### config.mk
export PLATFORM = sky130hd
export DESIGN_NAME = lsm_sequencer_flat
export DESIGN_NICKNAME = d
export VERILOG_FILES = /design/src/rtl/lsm_sequencer_if.sv /design/src/rtl/lsm_sequencer.sv /design/src/flat_wrapper.sv
export SDC_FILE = /design/constraint.sdc
export NUM_CORES = 1
export LEC_CHECK = 0
export ABC_CLOCK_PERIOD_IN_PS = 4000
export CORE_AREA = 8 8 85 87
export DETAILED_ROUTE_END_ITERATION = 7
export DIE_AREA = 0 0 93 95
export PLACE_DENSITY = 0.84
export SLEW_MARGIN = 40
export SYNTH_ARGS = -nofsm -noshare
export SYNTH_HDL_FRONTEND = slang
export SYNTH_SLANG_ARGS = --single-unit
### constraint.sdc
create_clock -name CLK -period 4 [get_ports CLK]
set_input_delay 0.8 -clock CLK [delete_from_list [all_inputs] [get_ports CLK]]
set_output_delay 0.8 -clock CLK [all_outputs]
set_load 0.01 [all_outputs]
### src/rtl/lsm_sequencer_if.sv
// Handshake bundle between the control unit and the LSM sequencer.
// The CU drives IR/LOAD/NEXT; the sequencer returns list-walk status.
interface lsm_sequencer_if #(
   parameter int OFS_W = 8
);
   logic [31:0]      IR;
   logic             LOAD;
   logic             NEXT;
   logic             LSM_DETECT;
   logic             LSM_END;
   logic             BUSY;
   logic [3:0]       REG_NUM;
   logic [OFS_W-1:0] OFFSET;
   logic [OFS_W-1:0] WB_OFFSET;
   logic [4:0]       COUNT;

   modport master (
      output IR, LOAD, NEXT,
      input  LSM_DETECT, LSM_END, BUSY,
      input  REG_NUM, OFFSET, WB_OFFSET, COUNT
   );

   modport slave (
      input  IR, LOAD, NEXT,
      output LSM_DETECT, LSM_END, BUSY,
      output REG_NUM, OFFSET, WB_OFFSET, COUNT
   );
endinterface

### src/rtl/lsm_sequencer.sv
// LDM/STM register-list sequencer: walks the list lowest-first and
// supplies register number, byte offset and write-back delta to the CU.
module lsm_sequencer #(
   parameter int WORD_BYTES = 4,
   parameter int OFS_W      = 8
) (
   input logic            CLK,
   input logic            RESET,
   lsm_sequencer_if.slave bus
);

   typedef enum logic [1:0] {IDLE, ACTIVE, DONE} state_t;

   state_t      state_q, state_d;
   logic [15:0] list_q, list_d;
   logic        p_q, p_d;
   logic        u_q, u_d;
   logic        vld_q, vld_d;
   logic [4:0]  cnt_q, cnt_d;
   logic [4:0]  step_q, step_d;

   logic [3:0]       reg_num;
   logic [OFS_W-1:0] n4, s4, start, wb;

   function automatic logic [4:0] popcnt(input logic [15:0] v);
      logic [4:0] c;
      c = '0;
      for (int i = 0; i < 16; i++) c = c + 5'(v[i]);
      return c;
   endfunction

   // State and latched instruction fields
   always_ff @(posedge CLK) begin
      if (RESET) begin
         state_q <= IDLE;
         list_q  <= '0;
         p_q     <= 1'b0;
         u_q     <= 1'b0;
         vld_q   <= 1'b0;
         cnt_q   <= '0;
         step_q  <= '0;
      end else begin
         state_q <= state_d;
         list_q  <= list_d;
         p_q     <= p_d;
         u_q     <= u_d;
         vld_q   <= vld_d;
         cnt_q   <= cnt_d;
         step_q  <= step_d;
      end
   end

   // Next-state: LOAD only acts in IDLE, NEXT only acts in ACTIVE
   always_comb begin
      state_d = state_q;
      list_d  = list_q;
      p_d     = p_q;
      u_d     = u_q;
      vld_d   = vld_q;
      cnt_d   = cnt_q;
      step_d  = step_q;
      unique case (state_q)
         IDLE: begin
            if (bus.LOAD) begin
               list_d  = bus.IR[15:0];
               p_d     = bus.IR[24];
               u_d     = bus.IR[23];
               vld_d   = 1'b1;
               cnt_d   = popcnt(bus.IR[15:0]);
               step_d  = '0;
               state_d = (bus.IR[15:0] != '0) ? ACTIVE : DONE;
            end
         end
         ACTIVE: begin
            if (bus.NEXT) begin
               list_d = list_q & (list_q - 16'd1);
               step_d = step_q + 5'd1;
               if (list_d == '0) state_d = DONE;
            end
         end
         DONE:    state_d = IDLE;
         default: state_d = IDLE;
      endcase
   end

   // Lowest remaining list bit is the current register
   always_comb begin
      reg_num = '0;
      for (int i = 15; i >= 0; i--) begin
         if (list_q[i]) reg_num = 4'(i);
      end
   end

   // Addressing-mode offsets in OFS_W two's complement
   always_comb begin
      n4 = OFS_W'(cnt_q) * OFS_W'(WORD_BYTES);
      s4 = OFS_W'(step_q) * OFS_W'(WORD_BYTES);
      unique case ({p_q, u_q})
         2'b01:   start = '0;
         2'b11:   start = OFS_W'(WORD_BYTES);
         2'b00:   start = OFS_W'(WORD_BYTES) - n4;
         default: start = '0 - n4;
      endcase
      wb = u_q ? n4 : ('0 - n4);
   end

   assign bus.LSM_DETECT = (bus.IR[27:25] == 3'b100);
   assign bus.LSM_END    = (state_q == DONE);
   assign bus.BUSY       = (state_q == ACTIVE);
   assign bus.REG_NUM    = reg_num;
   assign bus.COUNT      = cnt_q;
   assign bus.OFFSET     = vld_q ? (start + s4) : '0;
   assign bus.WB_OFFSET  = vld_q ? wb : '0;

endmodule

### src/flat_wrapper.sv
// flat-port wrapper written by rule: the top's interface ports become plain ports
module lsm_sequencer_flat 
#(
   parameter int WORD_BYTES = 4,
   parameter int OFS_W      = 8
)
  (CLK, RESET, bus_IR, bus_LOAD, bus_NEXT, bus_LSM_DETECT, bus_LSM_END, bus_BUSY, bus_REG_NUM, bus_OFFSET, bus_WB_OFFSET, bus_COUNT);
  lsm_sequencer_if #(.OFS_W(OFS_W)) bus_i ();
  input logic CLK;
  input logic RESET;
  input wire logic [$bits(bus_i.IR)-1:0] bus_IR;
  input wire logic [$bits(bus_i.LOAD)-1:0] bus_LOAD;
  input wire logic [$bits(bus_i.NEXT)-1:0] bus_NEXT;
  output wire logic [$bits(bus_i.LSM_DETECT)-1:0] bus_LSM_DETECT;
  output wire logic [$bits(bus_i.LSM_END)-1:0] bus_LSM_END;
  output wire logic [$bits(bus_i.BUSY)-1:0] bus_BUSY;
  output wire logic [$bits(bus_i.REG_NUM)-1:0] bus_REG_NUM;
  output wire logic [$bits(bus_i.OFFSET)-1:0] bus_OFFSET;
  output wire logic [$bits(bus_i.WB_OFFSET)-1:0] bus_WB_OFFSET;
  output wire logic [$bits(bus_i.COUNT)-1:0] bus_COUNT;
  assign bus_i.IR = bus_IR;
  assign bus_i.LOAD = bus_LOAD;
  assign bus_i.NEXT = bus_NEXT;
  assign bus_LSM_DETECT = bus_i.LSM_DETECT;
  assign bus_LSM_END = bus_i.LSM_END;
  assign bus_BUSY = bus_i.BUSY;
  assign bus_REG_NUM = bus_i.REG_NUM;
  assign bus_OFFSET = bus_i.OFFSET;
  assign bus_WB_OFFSET = bus_i.WB_OFFSET;
  assign bus_COUNT = bus_i.COUNT;
  lsm_sequencer #(.WORD_BYTES(WORD_BYTES), .OFS_W(OFS_W)) u_core (.CLK(CLK), .RESET(RESET), .bus(bus_i));
endmodule
==> key figures <==
STA
  – F_max: 244 MHz
  – Least-Margin Pin Slew: 0.760 ns
  – Fin crit period: 4.09 ns
  – RSZ-0062 raised after global routing: yes
  – Fin crit share: 102%
  – Count of pins over their slew limit: 0
  – Clock Skew: 0.00916 ns
  – Min setup slack post-route: -0.0948 ns
  – Final hold vios: 0
  – Final setup vio count: 3
  – Worst slew margin: 48.7%
  – Setup TNS: -0.143 ns

Die
  – Die ar.: 0.00884 mm^2
  – Initial core utilization: 45.5%
  – Die Wd: 93 um
  – Die height: 95 um
  – Row cnt: 28
  – IO Count: 64
  – Area of the core: 0.00582 mm^2

Yosys
  – Mux share of post-synthesis cell area: 0.757%
  – Post-Synth XOR/XNOR Area: 4.64%
  – Mapped Cells: 348
  – Main synth FF type: dfxtp_1
  – Cell area after synthesis: 0.00264 mm^2
  – Yosys cell types: 47
  – Main combinational cell family by area after synthesis: simple AND/OR/NAND/NOR gates
  – Post-Synth Simple-Gate Area: 24.9%
  – Ys async rst share: 0%
  – Area fraction in compound gates after synthesis: 20.4%
  – Adder-Cell Fraction of Synth Area: 15.4%
  – Number of synthesized register bits: 31
  – EDFF count, synth: 0
  – Post-synthesis sequential area ratio: 23.5%
  – Synth warnings: 0
  – Syn avg cell area: 7.60 um^2

Min path
  – Hold Crit Class: reg -> reg
  – Hold path endpoint: u_core.step_q[1]
  – WHS Path Cells: 2
  – Hold Crit Start: u_core.step_q[1]

Worst setup path
  – Critical path class: in -> reg
  – Crit path DAT: 4.30 ns
  – Flop-to-flop setup slack: 1.54 ns
  – Type of element launching the critical path: primary input
  – Critical Path Start: bus_IR[1]
  – Reg2Reg Depth: 6
  – Reg2reg start: u_core.list_q[0]
  – R2R Path End: u_core.state_q[0]
  – Critical Path Fanout Max: 2
  – Critical path data required time: 4.21 ns
  – Setup crit end kind: flip-flop

Finish
  – Layout Utilization: 57.6%
  – Layout area overhead: 26.6%
  – Share of layout cells above drive strength 1: 11.1%
  – ANT cells: 0
  – Nets@finish: 459

Clock tree
  – CTS sink cnt: 31
  – TritonCTS Buffers: 5
  – TritonCTS clock tree: done
  – CTS Hold Bufs: 0
  – Worst skew pair latency: 0.29 ns
  – Maximum root-to-sink buffer count: 2
  – Clock transition at path regs: 0.06 ns
  – H-tree depth reported by CTS: 2
  – CTS Root Cell: clkbuf_8
  – Buffers inserted by post-CTS timing repair: 0

GRT
  – First-pass GRT wire length: 11600 um
  – Gr ovfl total: 0
  – Initial antenna violation count: 0
  – GRT Total Usage: 16.0%
  – Vias in the first global route: 2531
  – Largest net degree at the start of global routing: 29

Place
  – Buffers added on ports: 48
  – Routability cong.: 0.906
  – DP HPWL: 5430 um

Route
  – Drt initial violations: 234
  – ANT nets after route: 0
  – Via/cell ratio: 5.53
  – DR pass1 iterations: 5
  – Final WL: 6980 um
  – Avg WL per Cell: 14.8 um
  – # DRC: 0
  – Vias: 2614

Power and ir drop
  – Combinational power share: 63.7%
  – PwrDens: 600 mW/mm^2
  – Sequential share of power: 24.6%
  – Internal Power: 1.11 mW
  – VDD IR-drop max: 0.000259 V
  – Leak pwr: 1.39 nW
  – Switching Fraction: 44.7%
  – Clock power frac: 11.7%
  – NetSw: 0.897 mW

Job
  – Max-cap violations: 0

Status
  – Status: complete, but fails checks
  – Failing checks: setup timing
-- Yosys cell counts, types with 2 or more instances --
library cell  instances  area (um^2)
inv_1                35          131
o31ai_1               4         30.0
a31oi_1               2         12.5
buf_6                 2         22.5
ha_1                 15          188
nor4_4                3         63.8
nand2b_1              5         31.3
o41ai_1               2         17.5
dfxtp_1              31          621
o21ai_0              15         75.1
a21boi_0              4         30.0
a22oi_1              11         82.6
nand3_1               5         25.0
fa_1                 11          220
o31a_1                2         17.5
nor3_1               11         55.1
mux2i_1               2         20.0
nand2_1              36          135
and2_1                8         50.1
buf_4                 5         37.5
nor2b_1               6         37.5
a21o_1                4         30.0
clkbuf_1             16         60.1
o21bai_1              2         15.0
a21oi_1              34          170
nor3b_1               2         15.0
xnor2_1               8         70.1
nand4_1               7         43.8
or3_1                 3         18.8
xor2_1                6         52.6
nor2_1               34          128
nor4b_1               2         17.5
-- repair_timing --
action	CTS	global route
pin swaps	9	5
endpoints found under the hold margin	0	0
gates resized for setup	23	5
setup endpoints to repair	5	6
-- cells by family after synthesis --
| family | count (synthesis) |
|---|---|
| and+or+nand+nor | 127 |
| adders and majority gates | 26 |
| AOI/OAI and AO/OA | 87 |
| buffers and inverters | 60 |
| DFF | 31 |
| other | 1 |
| muxes | 2 |
| xor gates and xnor gates | 14 |
-- power groups by stage --
stage	logic [mW]	clock network [mW]	registers [mW]
global placement	1.20	0	0.491
CTS	1.26	0.239	0.488
detailed placement	1.24	0	0.493
global route	1.42	0.250	0.506
finish	1.28	0.235	0.493
floorplan	0.899	0	0.443
-- layout by cell type, fill, tap and decap left out, types with 6 or more instances in the layout --
| master | synthesis | routed |
|---|---|---|
| buf_4 | 5 | 16 |
| clkdlybuf4s50_1 | 0 | 41 |
| ha_1 | 15 | 14 |
| dfxtp_1 | 31 | 30 |
| nor3_1 | 11 | 11 |
| xor2_1 | 6 | 6 |
| fa_1 | 11 | 9 |
| a22oi_1 | 11 | 11 |
| o21ai_0 | 15 | 15 |
| nor2_1 | 34 | 34 |
| nor2b_1 | 6 | 6 |
| nand2_1 | 36 | 36 |
| a21oi_1 | 34 | 31 |
| nand4_1 | 7 | 7 |
| and2_1 | 8 | 8 |
| inv_1 | 35 | 28 |
| xnor2_1 | 8 | 7 |
-- area by class of cell --
class                   instances  area, um^2
clock buffers                   7        76.3
multi-input cells             260        1810
inverters                      35         144
flip-flops and latches         31         622
clock inverters                 1        5.00
repair buffers                 64         601
well taps                      75        93.8
fillers                       555        2470
-- registers in the layout (all words and copies together) (netlist names) --
register,flops
u_core.list_q,16
u_core.bus.COUNT,5
u_core.step_q,5
u_core.state_q,2
u_core.p_q,1
u_core.u_q,1
u_core.vld_q,1
-- metrics by stage --
step           setup WS (ns)  power (mW)  std cells  area [um^2]  hold slack, ns
6_report             -0.0948        2.01        473         3350           0.529
5_1_grt               -0.211        2.17        473         3350           0.557
4_1_cts              -0.0988        1.99        473         3330           0.528
3_5_place_dp          -0.942        1.73        465         3240           0.519
3_3_place_gp          -0.818        1.69        465         3240           0.512
2_1_floorplan         -0.174        1.34        351         2690           0.478
-- worst max-delay path by stage --
| stage | slack [ns] | to |
|---|---|---|
| final | -0.09 | u_core.bus.COUNT[1] |
| after global routing | -0.21 | u_core.bus.COUNT[1] |
| after CTS | -0.1 | u_core.bus.COUNT[1] |
| after detailed placement | -0.94 | u_core.bus.COUNT[1] |
| after global placement | -0.82 | u_core.bus.COUNT[1] |
| after floorplan | -0.17 | u_core.bus.COUNT[1] |
-- per-layer routing --
metal  GRT usage, %  wire (um)  up-vias
li1               -          -     1280
met1           19.0       2930     1206
met2           27.9       3470      109
met3           3.10        420       19
met4           6.44        163        0
met5              0          0        -
-- critical path, cell delays in order --
cell      delay [ns]
buf_8           0.09
inv_8           0.03
ha_4            0.25
inv_2           0.03
fa_1            0.48
inv_1           0.05
fa_1            0.46
fa_1            0.50
inv_1           0.05
fa_1            0.49
inv_2           0.04
fa_2            0.34
inv_2           0.06
fa_2            0.42
a211oi_2        0.21
(Power assumes the default switching activity.)
